`src/rtl/mgia_vram_slave_pkg.sv`:
```
// ----------------------------------------------------------------------------
// mgia_vram_slave_pkg
// Shared definitions for the MGIA video RAM slave: FSM state encoding,
// default SRAM wait-state count, word-address width and the width of the
// access timer counter.
// ----------------------------------------------------------------------------
package mgia_vram_slave_pkg;

    localparam int MGIA_ADR_W           = 13;  // word address bits [13:1]
    localparam int MGIA_WAIT_STATES_DEF = 2;   // extra clocks per SRAM access
    localparam int MGIA_CNT_W           = 3;   // holds 0..7 wait states

    typedef enum logic [2:0] {
        ST_IDLE  = 3'd0,
        ST_M_RD  = 3'd1,
        ST_C_RD  = 3'd2,
        ST_C_WR  = 3'd3,
        ST_M_ACK = 3'd4,
        ST_C_ACK = 3'd5
    } mgia_state_e;

endpackage

```
`src/rtl/sram_access_timer.sv`:
```
// ----------------------------------------------------------------------------
// sram_access_timer
// Down-counter that times one SRAM access. Loaded with the wait-state count
// when an access starts, decremented on every access clock; done_o flags
// the last clock of the access (terminal count of zero).
//
// Ports
//   clk_i       clock
//   rst_i       asynchronous active-high reset (counter -> 0)
//   load_i      load load_val_i into the counter
//   load_val_i  wait-state count for the coming access
//   count_i     decrement while the access is in progress
//   done_o      counter at terminal count: current clock is the last one
// ----------------------------------------------------------------------------
module sram_access_timer #(
    parameter int CNT_W = 3
) (
    input  logic             clk_i,
    input  logic             rst_i,
    input  logic             load_i,
    input  logic [CNT_W-1:0] load_val_i,
    input  logic             count_i,
    output logic             done_o
);

    logic [CNT_W-1:0] cnt_q;
    logic [CNT_W-1:0] cnt_d;

    always_comb begin
        cnt_d = cnt_q;
        if (load_i) begin
            cnt_d = load_val_i;
        end else if (count_i && (cnt_q != '0)) begin
            cnt_d = cnt_q - CNT_W'(1);
        end
    end

    always_ff @(posedge clk_i or posedge rst_i) begin
        if (rst_i) begin
            cnt_q <= '0;
        end else begin
            cnt_q <= cnt_d;
        end
    end

    assign done_o = (cnt_q == '0);

endmodule

```
`src/rtl/mgia_vram_slave.sv`:
```
// ----------------------------------------------------------------------------
// mgia_vram_slave
// Shares one asynchronous 16-bit SRAM between a read-only video fetch port
// (MGIA) and a read/write CPU port. Contention is resolved round-robin:
// the port that was not granted last wins.
//
//   state  | meaning
//   -------+-----------------------------------------------------------
//   IDLE   | no access; arbitrate pending requests
//   M_RD   | video read in progress (OE high, BE=11)
//   C_RD   | CPU read in progress (OE high, BE=11)
//   C_WR   | CPU write in progress (WE high, data driven, BE=SEL)
//   M_ACK  | one-clock MGIA_ACK_O
//   C_ACK  | one-clock CPU_ACK_O
//
// Ports
//   CLK_I_25MHZ, RST_I                 clock, async active-high reset
//   MGIA_ADR_I/CYC_I/STB_I             video read request
//   MGIA_DAT_O/ACK_O                   video read data and acknowledge
//   CPU_ADR_I/DAT_I/SEL_I/WE_I/CYC_I/STB_I  CPU request
//   CPU_DAT_O/ACK_O                    CPU read data and acknowledge
//   SRAM_ADR_O/DAT_O/DAT_I             SRAM address and data buses
//   SRAM_OE_O/WE_O/BE_O/DOE_O          SRAM strobes, data driver enable
// ----------------------------------------------------------------------------
module mgia_vram_slave
    import mgia_vram_slave_pkg::*;
#(
    parameter int WAIT_STATES = MGIA_WAIT_STATES_DEF
) (
    input  logic                   CLK_I_25MHZ,
    input  logic                   RST_I,
    input  logic [MGIA_ADR_W:1]    MGIA_ADR_I,
    input  logic                   MGIA_CYC_I,
    input  logic                   MGIA_STB_I,
    output logic [15:0]            MGIA_DAT_O,
    output logic                   MGIA_ACK_O,
    input  logic [MGIA_ADR_W:1]    CPU_ADR_I,
    input  logic [15:0]            CPU_DAT_I,
    input  logic [1:0]             CPU_SEL_I,
    input  logic                   CPU_WE_I,
    input  logic                   CPU_CYC_I,
    input  logic                   CPU_STB_I,
    output logic [15:0]            CPU_DAT_O,
    output logic                   CPU_ACK_O,
    output logic [MGIA_ADR_W:1]    SRAM_ADR_O,
    output logic [15:0]            SRAM_DAT_O,
    input  logic [15:0]            SRAM_DAT_I,
    output logic                   SRAM_OE_O,
    output logic                   SRAM_WE_O,
    output logic [1:0]             SRAM_BE_O,
    output logic                   SRAM_DOE_O
);

    localparam logic [MGIA_CNT_W-1:0] WS_LOAD = MGIA_CNT_W'(WAIT_STATES);

    mgia_state_e             state_q, state_d;
    logic                    last_cpu_q, last_cpu_d;
    logic [MGIA_ADR_W:1]     adr_q, adr_d;
    logic [15:0]             wdat_q, wdat_d;
    logic [1:0]              sel_q, sel_d;
    logic                    we_q, we_d;
    logic                    abort_q, abort_d;
    logic [15:0]             mgia_dat_q, mgia_dat_d;
    logic [15:0]             cpu_dat_q, cpu_dat_d;

    logic                    m_req;
    logic                    c_req;
    logic                    tmr_load;
    logic                    tmr_count;
    logic                    tmr_done;

    assign m_req = MGIA_CYC_I & MGIA_STB_I;
    assign c_req = CPU_CYC_I & CPU_STB_I;

    sram_access_timer #(
        .CNT_W (MGIA_CNT_W)
    ) u_timer (
        .clk_i      (CLK_I_25MHZ),
        .rst_i      (RST_I),
        .load_i     (tmr_load),
        .load_val_i (WS_LOAD),
        .count_i    (tmr_count),
        .done_o     (tmr_done)
    );

    always_comb begin
        state_d    = state_q;
        last_cpu_d = last_cpu_q;
        adr_d      = adr_q;
        wdat_d     = wdat_q;
        sel_d      = sel_q;
        we_d       = we_q;
        abort_d    = abort_q;
        mgia_dat_d = mgia_dat_q;
        cpu_dat_d  = cpu_dat_q;
        tmr_load   = 1'b0;
        tmr_count  = 1'b0;

        case (state_q)
            ST_IDLE: begin
                // MGIA wins when alone, or on contention if the CPU had the last grant
                if (m_req && (!c_req || last_cpu_q)) begin
                    state_d    = ST_M_RD;
                    last_cpu_d = 1'b0;
                    adr_d      = MGIA_ADR_I;
                    sel_d      = 2'b11;
                    we_d       = 1'b0;
                    abort_d    = 1'b0;
                    tmr_load   = 1'b1;
                end else if (c_req) begin
                    state_d    = CPU_WE_I ? ST_C_WR : ST_C_RD;
                    last_cpu_d = 1'b1;
                    adr_d      = CPU_ADR_I;
                    wdat_d     = CPU_DAT_I;
                    sel_d      = CPU_SEL_I;
                    we_d       = CPU_WE_I;
                    abort_d    = 1'b0;
                    tmr_load   = 1'b1;
                end
            end

            ST_M_RD: begin
                tmr_count = 1'b1;
                if (!MGIA_CYC_I) begin
                    abort_d = 1'b1;
                end
                if (tmr_done) begin
                    mgia_dat_d = SRAM_DAT_I;
                    // an abandoned cycle still finishes on the SRAM but is not acknowledged
                    state_d    = (abort_q || !MGIA_CYC_I) ? ST_IDLE : ST_M_ACK;
                end
            end

            ST_C_RD: begin
                tmr_count = 1'b1;
                if (!CPU_CYC_I) begin
                    abort_d = 1'b1;
                end
                if (tmr_done) begin
                    cpu_dat_d = SRAM_DAT_I;
                    state_d   = (abort_q || !CPU_CYC_I) ? ST_IDLE : ST_C_ACK;
                end
            end

            ST_C_WR: begin
                tmr_count = 1'b1;
                if (!CPU_CYC_I) begin
                    abort_d = 1'b1;
                end
                if (tmr_done) begin
                    state_d = (abort_q || !CPU_CYC_I) ? ST_IDLE : ST_C_ACK;
                end
            end

            ST_M_ACK: state_d = ST_IDLE;
            ST_C_ACK: state_d = ST_IDLE;
            default:  state_d = ST_IDLE;
        endcase
    end

    always_ff @(posedge CLK_I_25MHZ or posedge RST_I) begin
        if (RST_I) begin
            state_q    <= ST_IDLE;
            last_cpu_q <= 1'b1;
            adr_q      <= '0;
            wdat_q     <= '0;
            sel_q      <= '0;
            we_q       <= 1'b0;
            abort_q    <= 1'b0;
            mgia_dat_q <= '0;
            cpu_dat_q  <= '0;
        end else begin
            state_q    <= state_d;
            last_cpu_q <= last_cpu_d;
            adr_q      <= adr_d;
            wdat_q     <= wdat_d;
            sel_q      <= sel_d;
            we_q       <= we_d;
            abort_q    <= abort_d;
            mgia_dat_q <= mgia_dat_d;
            cpu_dat_q  <= cpu_dat_d;
        end
    end

    // Strobes decode straight from the state register so an async reset
    // drops them in the same clock it is asserted.
    always_comb begin
        SRAM_OE_O  = 1'b0;
        SRAM_WE_O  = 1'b0;
        SRAM_DOE_O = 1'b0;
        SRAM_BE_O  = 2'b00;
        case (state_q)
            ST_M_RD, ST_C_RD: begin
                SRAM_OE_O = 1'b1;
                SRAM_BE_O = 2'b11;
            end
            ST_C_WR: begin
                // SEL=00 is a legal no-op write: no WE pulse, still acknowledged
                SRAM_WE_O  = we_q & (|sel_q);
                SRAM_DOE_O = 1'b1;
                SRAM_BE_O  = sel_q;
            end
            default: ;
        endcase
    end

    assign SRAM_ADR_O = adr_q;
    assign SRAM_DAT_O = wdat_q;
    assign MGIA_ACK_O = (state_q == ST_M_ACK);
    assign CPU_ACK_O  = (state_q == ST_C_ACK);
    assign MGIA_DAT_O = mgia_dat_q;
    assign CPU_DAT_O  = cpu_dat_q;

endmodule

```
`config.mk`:
```
export PLATFORM = sky130hd
export DESIGN_NAME = mgia_vram_slave
export DESIGN_NICKNAME = d
export VERILOG_FILES = /design/src/rtl/mgia_vram_slave_pkg.sv /design/src/rtl/sram_access_timer.sv /design/src/rtl/mgia_vram_slave.sv
export SDC_FILE = /design/constraint.sdc
export NUM_CORES = 1
export LEC_CHECK = 0
export BUFFER_PORTS_ARGS = -buffer_cell sky130_fd_sc_hd__buf_2
export CAP_MARGIN = 10
export CORE_ASPECT_RATIO = 1.2
export CORE_MARGIN = 2
export CORE_UTILIZATION = 51
export CTS_CLUSTER_SIZE = 14
export DETAILED_ROUTE_END_ITERATION = 12
export GPL_TIMING_DRIVEN = 0
export PLACE_DENSITY_LB_ADDON = 0.25
export SLEW_MARGIN = 20
export SYNTH_ARGS = -nofsm -noshare
export SYNTH_HDL_FRONTEND = slang
export SYNTH_SLANG_ARGS = --single-unit
```
`constraint.sdc`:
```
create_clock -name CLK_I_25MHZ -period 5.4 [get_ports CLK_I_25MHZ]
set_input_delay 0 -clock CLK_I_25MHZ [delete_from_list [all_inputs] [get_ports CLK_I_25MHZ]]
set_output_delay 0 -clock CLK_I_25MHZ [all_outputs]
set_load 0.05 [all_outputs]
```
==> results.sh, run 1 <==
export IMPL_synth_cell_type_count=40
export IMPL_setup_violations=0
export IMPL_syn_nets=321
export IMPL_dieArea_um2=6880
export IMPL_portBuffers=133
export IMPL_grt_overflow_total=0
export IMPL_syn_inst=252
export IMPL_hold_viol=0
export IMPL_layout_commonest_cell="buf_2"
export IMPL_path_max_fanout=10
export IMPL_holdBufCountCts=63
export IMPL_period_share_pct=48.4
export IMPL_drt_pass1_iter_count=4
export IMPL_rsz0062_at_grt="no"
export IMPL_synth_ff_type="dfrtp_1"
export IMPL_clk_path_buf_depth=2
export IMPL_clkSlewWorstSetupHoldPaths_ns=0.08
export IMPL_synth_area_um2=3180
export IMPL_tritoncts="built"
export IMPL_p_per_area_nw_per_um2=689
export IMPL_remaining_drc_errors=0
export IMPL_use_met1_pct=30.2
export IMPL_arrival_ns=2.90
export IMPL_grt_pass1_vias=3000
export IMPL_numClockSinks=72
export IMPL_postLayoutCoreUtil_pct=79.0
export IMPL_async_reset_ff_share_pct=100
export IMPL_fin_nets=529
export IMPL_dpl_hpwl_um=5130
export IMPL_fin_area_um2=4780
export IMPL_power_mw=3.29
export IMPL_antenna_cells=0
export IMPL_yosysSeqAreaShare_pct=56.7
export IMPL_slew_headroom_pct=63.9
export IMPL_fp_dieW_um=76.1
export IMPL_wire_per_inst_um=15.8
export IMPL_crit_type="register to register"
export IMPL_grt_max_degree=44
export IMPL_io_pins=135
export IMPL_syn_to_final_growth_pct=50.4
export IMPL_start_kind="register"
export IMPL_placed_area_um2=3970
export IMPL_crit_top_cell="dlygate4sd3_1"
export IMPL_cp_buffers_inverters=3
export IMPL_dieHeight_um=90.5
export IMPL_max_cap_violations=0
export IMPL_cts_root_buf="clkbuf_8"
export IMPL_cpPeakStageDelay_ns=0.57
export IMPL_tns_ns=0
export IMPL_hold_slack_ns=0.123
export IMPL_antenna_found_initial=0
export IMPL_cp_cell_sequence="nand3b_1 > clkbuf_1 > nand4_1 > dlygate4sd3_1 > a31oi_1 > dlygate4sd3_1"
export IMPL_cts_setup_buffers=0
export IMPL_skew_ns=0.00581
export IMPL_critPathSlowestCell="dlygate4sd3_1"
export IMPL_crit_required_ns=5.68
export IMPL_place_congestion=0.761
export IMPL_met2_usage_pct=45.8
export IMPL_drtAntennaViolNets=0
export IMPL_leakage_nw=2.24
export IMPL_vdd_drop_max_mv=0.365
export IMPL_grt_pass1_wl_um=14200
export IMPL_busiest_layer="met2"
export IMPL_avgSynthCellArea_um2=12.6
export IMPL_slew_viol_final=0
export IMPL_fmax_mhz=382
export IMPL_cp_end_kind="register"
export IMPL_drive_above_1_share_pct=46.5
export IMPL_cts_made_buffers=9
export IMPL_status="finished, final reports clean"
export IMPL_yosysWarnings=0
export IMPL_avgViaCountPerCell=5.36
export IMPL_ys_ff_latch=72
export IMPL_initial_core_util_pct=52.5
export IMPL_worst_pin_slew_ns=0.540
export IMPL_vias=2931
export IMPL_grt_total_usage_pct=26.0
export IMPL_synth_edf_count=0
export IMPL_placeableCoreArea_um2=6050
export IMPL_rows=31
export IMPL_r2r_slack_ns=2.78
export IMPL_hold_path_class="input port to register"
export IMPL_layout_min_cycle_time_ns=2.62
export IMPL_crit_family="buffers and inverters"
export IMPL_cp_num_cells=6
export IMPL_worstHoldPathCells=4
export IMPL_final_cell_mix="buf_2, dfrtp_1, dlygate4sd3_1"
export IMPL_fillers=404
export IMPL_grtUsageMet3_pct=5.20
export IMPL_cts_htree_levels=3
export IMPL_clkLatencyLatePin_ns=0.34
export IMPL_wirelength_um=8620
export IMPL_reg2reg_depth=6
export IMPL_cts_resized=0
export IMPL_drt_iter0_markers=145
-- kinds of logic after synthesis --
family | Yosys count | share of synthesized area (%)
xor+xnor | 1 | 0.276
flops | 72 | 56.7
buf+inv | 24 | 4.37
compound gates | 59 | 11.3
simple gates | 45 | 9.17
mux | 49 | 17.4
fa+ha+maj | 2 | 0.787
-- metrics by stage --
step	worst slack, ns	cells
after global routing	2.69	547
after detailed placement	3.64	468
after global placement	2.78	467
final	2.78	547
after floorplan	3.58	252
after CTS	2.82	547
-- worst register-to-register path, delay by kind of cell (launching register included) --
family	cells	cell delay (ns)
flip-flops	1	0.55
AO/OA/AOI/OAI	1	0.15
AND/OR/NAND/NOR	2	0.34
buffers and inverters	3	1.51
-- worst paths after layout --
check	start	endpoint
max	last_cpu_q$_DFFE_PP1P_	SRAM_ADR_O[7]$_DFFE_PP0P_
min in group asynchronous	RST_I	MGIA_DAT_O[3]$_DFFE_PP0P_
max in group asynchronous	RST_I	last_cpu_q$_DFFE_PP1P_
min reg2reg	abort_q$_DFFE_PP0P_	state_q[2]$_DFFE_PP0P_
min	CPU_CYC_I	abort_q$_DFFE_PP0P_
max reg2reg	last_cpu_q$_DFFE_PP1P_	SRAM_ADR_O[7]$_DFFE_PP0P_
-- per-layer routing --
metal / routed length, um / share of wire (%) / up-vias
li1: - / - / 1342
met1: 3420 / 40 / 1437
met2: 4550 / 53 / 126
met3: 412 / 4.8 / 26
met4: 239 / 2.8 / 0
met5: 0 / 0 / -
-- cell type report --
class | count | area (um^2) | area share, %
tap | 82 | 103 | 2.15
sequential | 72 | 1800 | 37.7
clock inverter | 6 | 43.8 | 0.916
multi-input combinational | 156 | 1240 | 25.9
timing repair buffer | 197 | 1320 | 27.5
inverter | 7 | 28.8 | 0.602
buffer | 17 | 113 | 2.36
clock buffer | 10 | 138 | 2.88
-- synthesized netlist by cell type, types with 2 or more instances --
cell | n | area share [%]
a21oi_1 | 16 | 2.5
clkbuf_1 | 7 | 0.83
nand4_1 | 13 | 2.6
a2bb2oi_1 | 2 | 0.55
buf_4 | 2 | 0.47
buf_2 | 3 | 0.47
o21ai_0 | 17 | 2.7
nor3_1 | 2 | 0.31
inv_1 | 7 | 0.83
nor2_1 | 9 | 1.1
nand3b_1 | 2 | 0.47
a31oi_1 | 13 | 2.6
dfrtp_1 | 71 | 56
a21o_1 | 2 | 0.47
buf_6 | 5 | 1.8
and2_1 | 2 | 0.39
a22o_1 | 3 | 0.83
ha_1 | 2 | 0.79
mux2_2 | 49 | 17
nand2_1 | 5 | 0.59
-- power breakdown --
group	internal [mW]	total [mW]	switching, mW	leakage (nW)
combinational	0.601	1.93	1.33	1.32
sequential	0.812	0.965	0.152	0.839
clock	0.180	0.394	0.214	0.0809
-- sequential cells by signal, indices dropped and copies added (netlist names) --
register and flops:
u_timer.cnt_q 3, we_q 1, sel_q 2, state_q 3
MGIA_DAT_O 16, abort_q 1, CPU_DAT_O 16, SRAM_ADR_O 13
last_cpu_q 1, SRAM_DAT_O 16
(Power assumes the default switching activity.)
==> inputs of run 2 (changes only) <==
Settings changed: CORE_UTILIZATION 51 to 43.
Clock period 5.4 ns to 2.31 ns, I/O delays scaled along.
==> run 2 against run 1 <==
Net effect:
- sequential share of layout area is 0.40 points lower
- largest power group unchanged
- core utilization shrank 12 points
- combinational power increased by 140%
- flip-flop and latch count did not move
- die area rose by 18%
- power increased by 140%
- critical endpoint is now SRAM_ADR_O[4]$_DFFE_PP0P_
- final cell count up 1.5%
==> results.sh, run 2 (same netlist as run 1, synthesis figures left out) <==
export IMPL_setup_violations=0
export IMPL_p_int_mw=3.94
export IMPL_p_per_area_nw_per_um2=1620
export IMPL_tritoncts="built"
export IMPL_cp_buffers_inverters=3
export IMPL_slew_viol_final=0
export IMPL_fin_nets=530
export IMPL_max_cap_violations=0
export IMPL_grt_total_usage_pct=22.1
export IMPL_dieHeight_um=98.2
export IMPL_cpPeakStageDelay_ns=0.58
export IMPL_skew_ns=0.0115
export IMPL_critPathSlowestCell="dlygate4sd3_1"
export IMPL_drt_iter0_markers=79
export IMPL_fmax_mhz=462
export IMPL_leakage_nw=2.27
export IMPL_drtAntennaViolNets=0
export IMPL_grt_pass1_wl_um=13800
export IMPL_slew_headroom_pct=60.3
export IMPL_cts_made_buffers=9
export IMPL_grt_max_degree=46
export IMPL_p_seq_share_pct=28.5
export IMPL_antenna_found_initial=0
export IMPL_cts_htree_levels=3
export IMPL_start_kind="register"
export IMPL_placeableCoreArea_um2=7190
export IMPL_clk_path_buf_depth=2
export IMPL_portBuffers=133
export IMPL_wire_per_inst_um=15.1
export IMPL_clkSlewWorstSetupHoldPaths_ns=0.07
export IMPL_place_congestion=0.796
export IMPL_drt_pass1_iter_count=4
export IMPL_layout_commonest_cell="buf_2"
export IMPL_vias=2860
export IMPL_clkPwrFrac_pct=13.7
export IMPL_rows=34
export IMPL_path_max_fanout=10
export IMPL_switching_share_pct=49.8
export IMPL_initial_core_util_pct=44.2
export IMPL_dieArea_um2=8100
export IMPL_avgViaCountPerCell=5.15
export IMPL_power_switching_mw=3.90
export IMPL_fp_dieW_um=82.5
export IMPL_dpl_hpwl_um=5400
export IMPL_cts_resized=0
export IMPL_period_share_pct=93.7
export IMPL_crit_family="buffers and inverters"
export IMPL_io_pins=135
export IMPL_crit_required_ns=2.53
export IMPL_clkLatencyLatePin_ns=0.34
export IMPL_crit_type="register to register"
export IMPL_syn_to_final_growth_pct=52.0
export IMPL_hold_viol=0
export IMPL_grt_pass1_vias=2958
export IMPL_cts_root_buf="clkbuf_8"
export IMPL_hold_path_class="input port to register"
export IMPL_layout_min_cycle_time_ns=2.16
export IMPL_final_cell_mix="buf_2, dfrtp_1, dlygate4sd3_1"
export IMPL_postLayoutCoreUtil_pct=67.2
export IMPL_cp_cell_sequence="nor3_4 > and2_1 > buf_2 > buf_2 > a31oi_1 > dlygate4sd3_1"
export IMPL_worst_pin_slew_ns=0.594
export IMPL_vdd_drop_max_mv=0.929
export IMPL_grt_overflow_total=0
export IMPL_arrival_ns=2.38
export IMPL_tns_ns=0
export IMPL_status="finished, final reports clean"
export IMPL_antenna_cells=0
export IMPL_drive_above_1_share_pct=46.5
export IMPL_rsz0062_at_grt="no"
export IMPL_wirelength_um=8400
export IMPL_power_mw=7.84
export IMPL_hold_slack_ns=0.161
export IMPL_numClockSinks=72
export IMPL_remaining_drc_errors=0
export IMPL_power_frac_comb_pct=57.9
export IMPL_crit_top_cell="buf_2"
export IMPL_cp_end_kind="register"
-- run 2: cell count changes in the layout (fill, tap and decap cells not counted), sizes merged --
| cell | previous run | this run |
|---|---|---|
| clkinv | 1 | 0 |
| buf | 144 | 146 |
| clkinvlp | 4 | 3 |
| dlygate4sd3 | 63 | 62 |
| bufinv | 0 | 2 |
| inv | 8 | 7 |
-- run 2: path summary, 6_finish.rpt --
kind	slack, ns	cells past startpoint	from	endpoint
setup reg to reg	0.15	6	state_q[2]$_DFFE_PP0P_	SRAM_ADR_O[4]$_DFFE_PP0P_
min in group asynchronous	0.20	3	RST_I	SRAM_DAT_O[11]$_DFFE_PP0P_
setup / recovery	0.15	6	state_q[2]$_DFFE_PP0P_	SRAM_ADR_O[4]$_DFFE_PP0P_
max in group asynchronous	1.49	4	RST_I	last_cpu_q$_DFFE_PP1P_
hold reg to reg	0.48	1	abort_q$_DFFE_PP0P_	state_q[2]$_DFFE_PP0P_
hold / removal	0.16	4	CPU_CYC_I	abort_q$_DFFE_PP0P_
-- run 2: timing repair --
action                                  CTS  global route
setup buffers                             0             2
hold endpoints to repair                107             0
hold buffers                             62             0
endpoints found under the setup margin    0             8
-- run 2: layer usage --
| layer | up-vias | global-route usage (%) | share of wire [%] |
|---|---|---|---|
| met4 | 0 | 7.44 | 1.6 |
| met5 | - | 0 | 0 |
| met3 | 13 | 3.42 | 5.6 |
| met2 | 117 | 39.0 | 52 |
| met1 | 1388 | 26.7 | 41 |
| li1 | 1342 | - | - |
-- run 2: layout make-up --
cell class	count	area, um^2
Clock buffer	10	128
Multi-Input combinational cell	156	1240
Clock inverter	5	82.6
Timing Repair Buffer	198	1330
Tap cell	90	113
Inverter	7	28.8
Sequential cell	72	1800
Buffer	17	113
Fill cell	554	2360
-- run 2: worst register-to-register path: stages (launching register included) --
cell and delay, ns:
dfrtp_1 0.42, nor3_4 0.31, and2_1 0.16, buf_2 0.20, buf_2 0.26, a31oi_1 0.12
dlygate4sd3_1 0.58
-- run 2: power groups by stage --
stage	sequential, mW	combinational (mW)	clock [mW]
after floorplan	4.15	1.35	0
after global placement	2.22	4.18	0
after detailed placement	2.25	4.25	0
after CTS	2.23	4.50	1.10
after global routing	2.32	4.81	1.16
final	2.23	4.54	1.07
-- run 2: metrics by stage --
stage	cell area (um^2)	setup WS (ns)	cells
floorplan	3180	0.487	252
global placement	3960	-0.372	475
detailed placement	3990	0.529	476
CTS	4820	0.123	553
global route	4830	0.00913	555
finish	4830	0.147	555
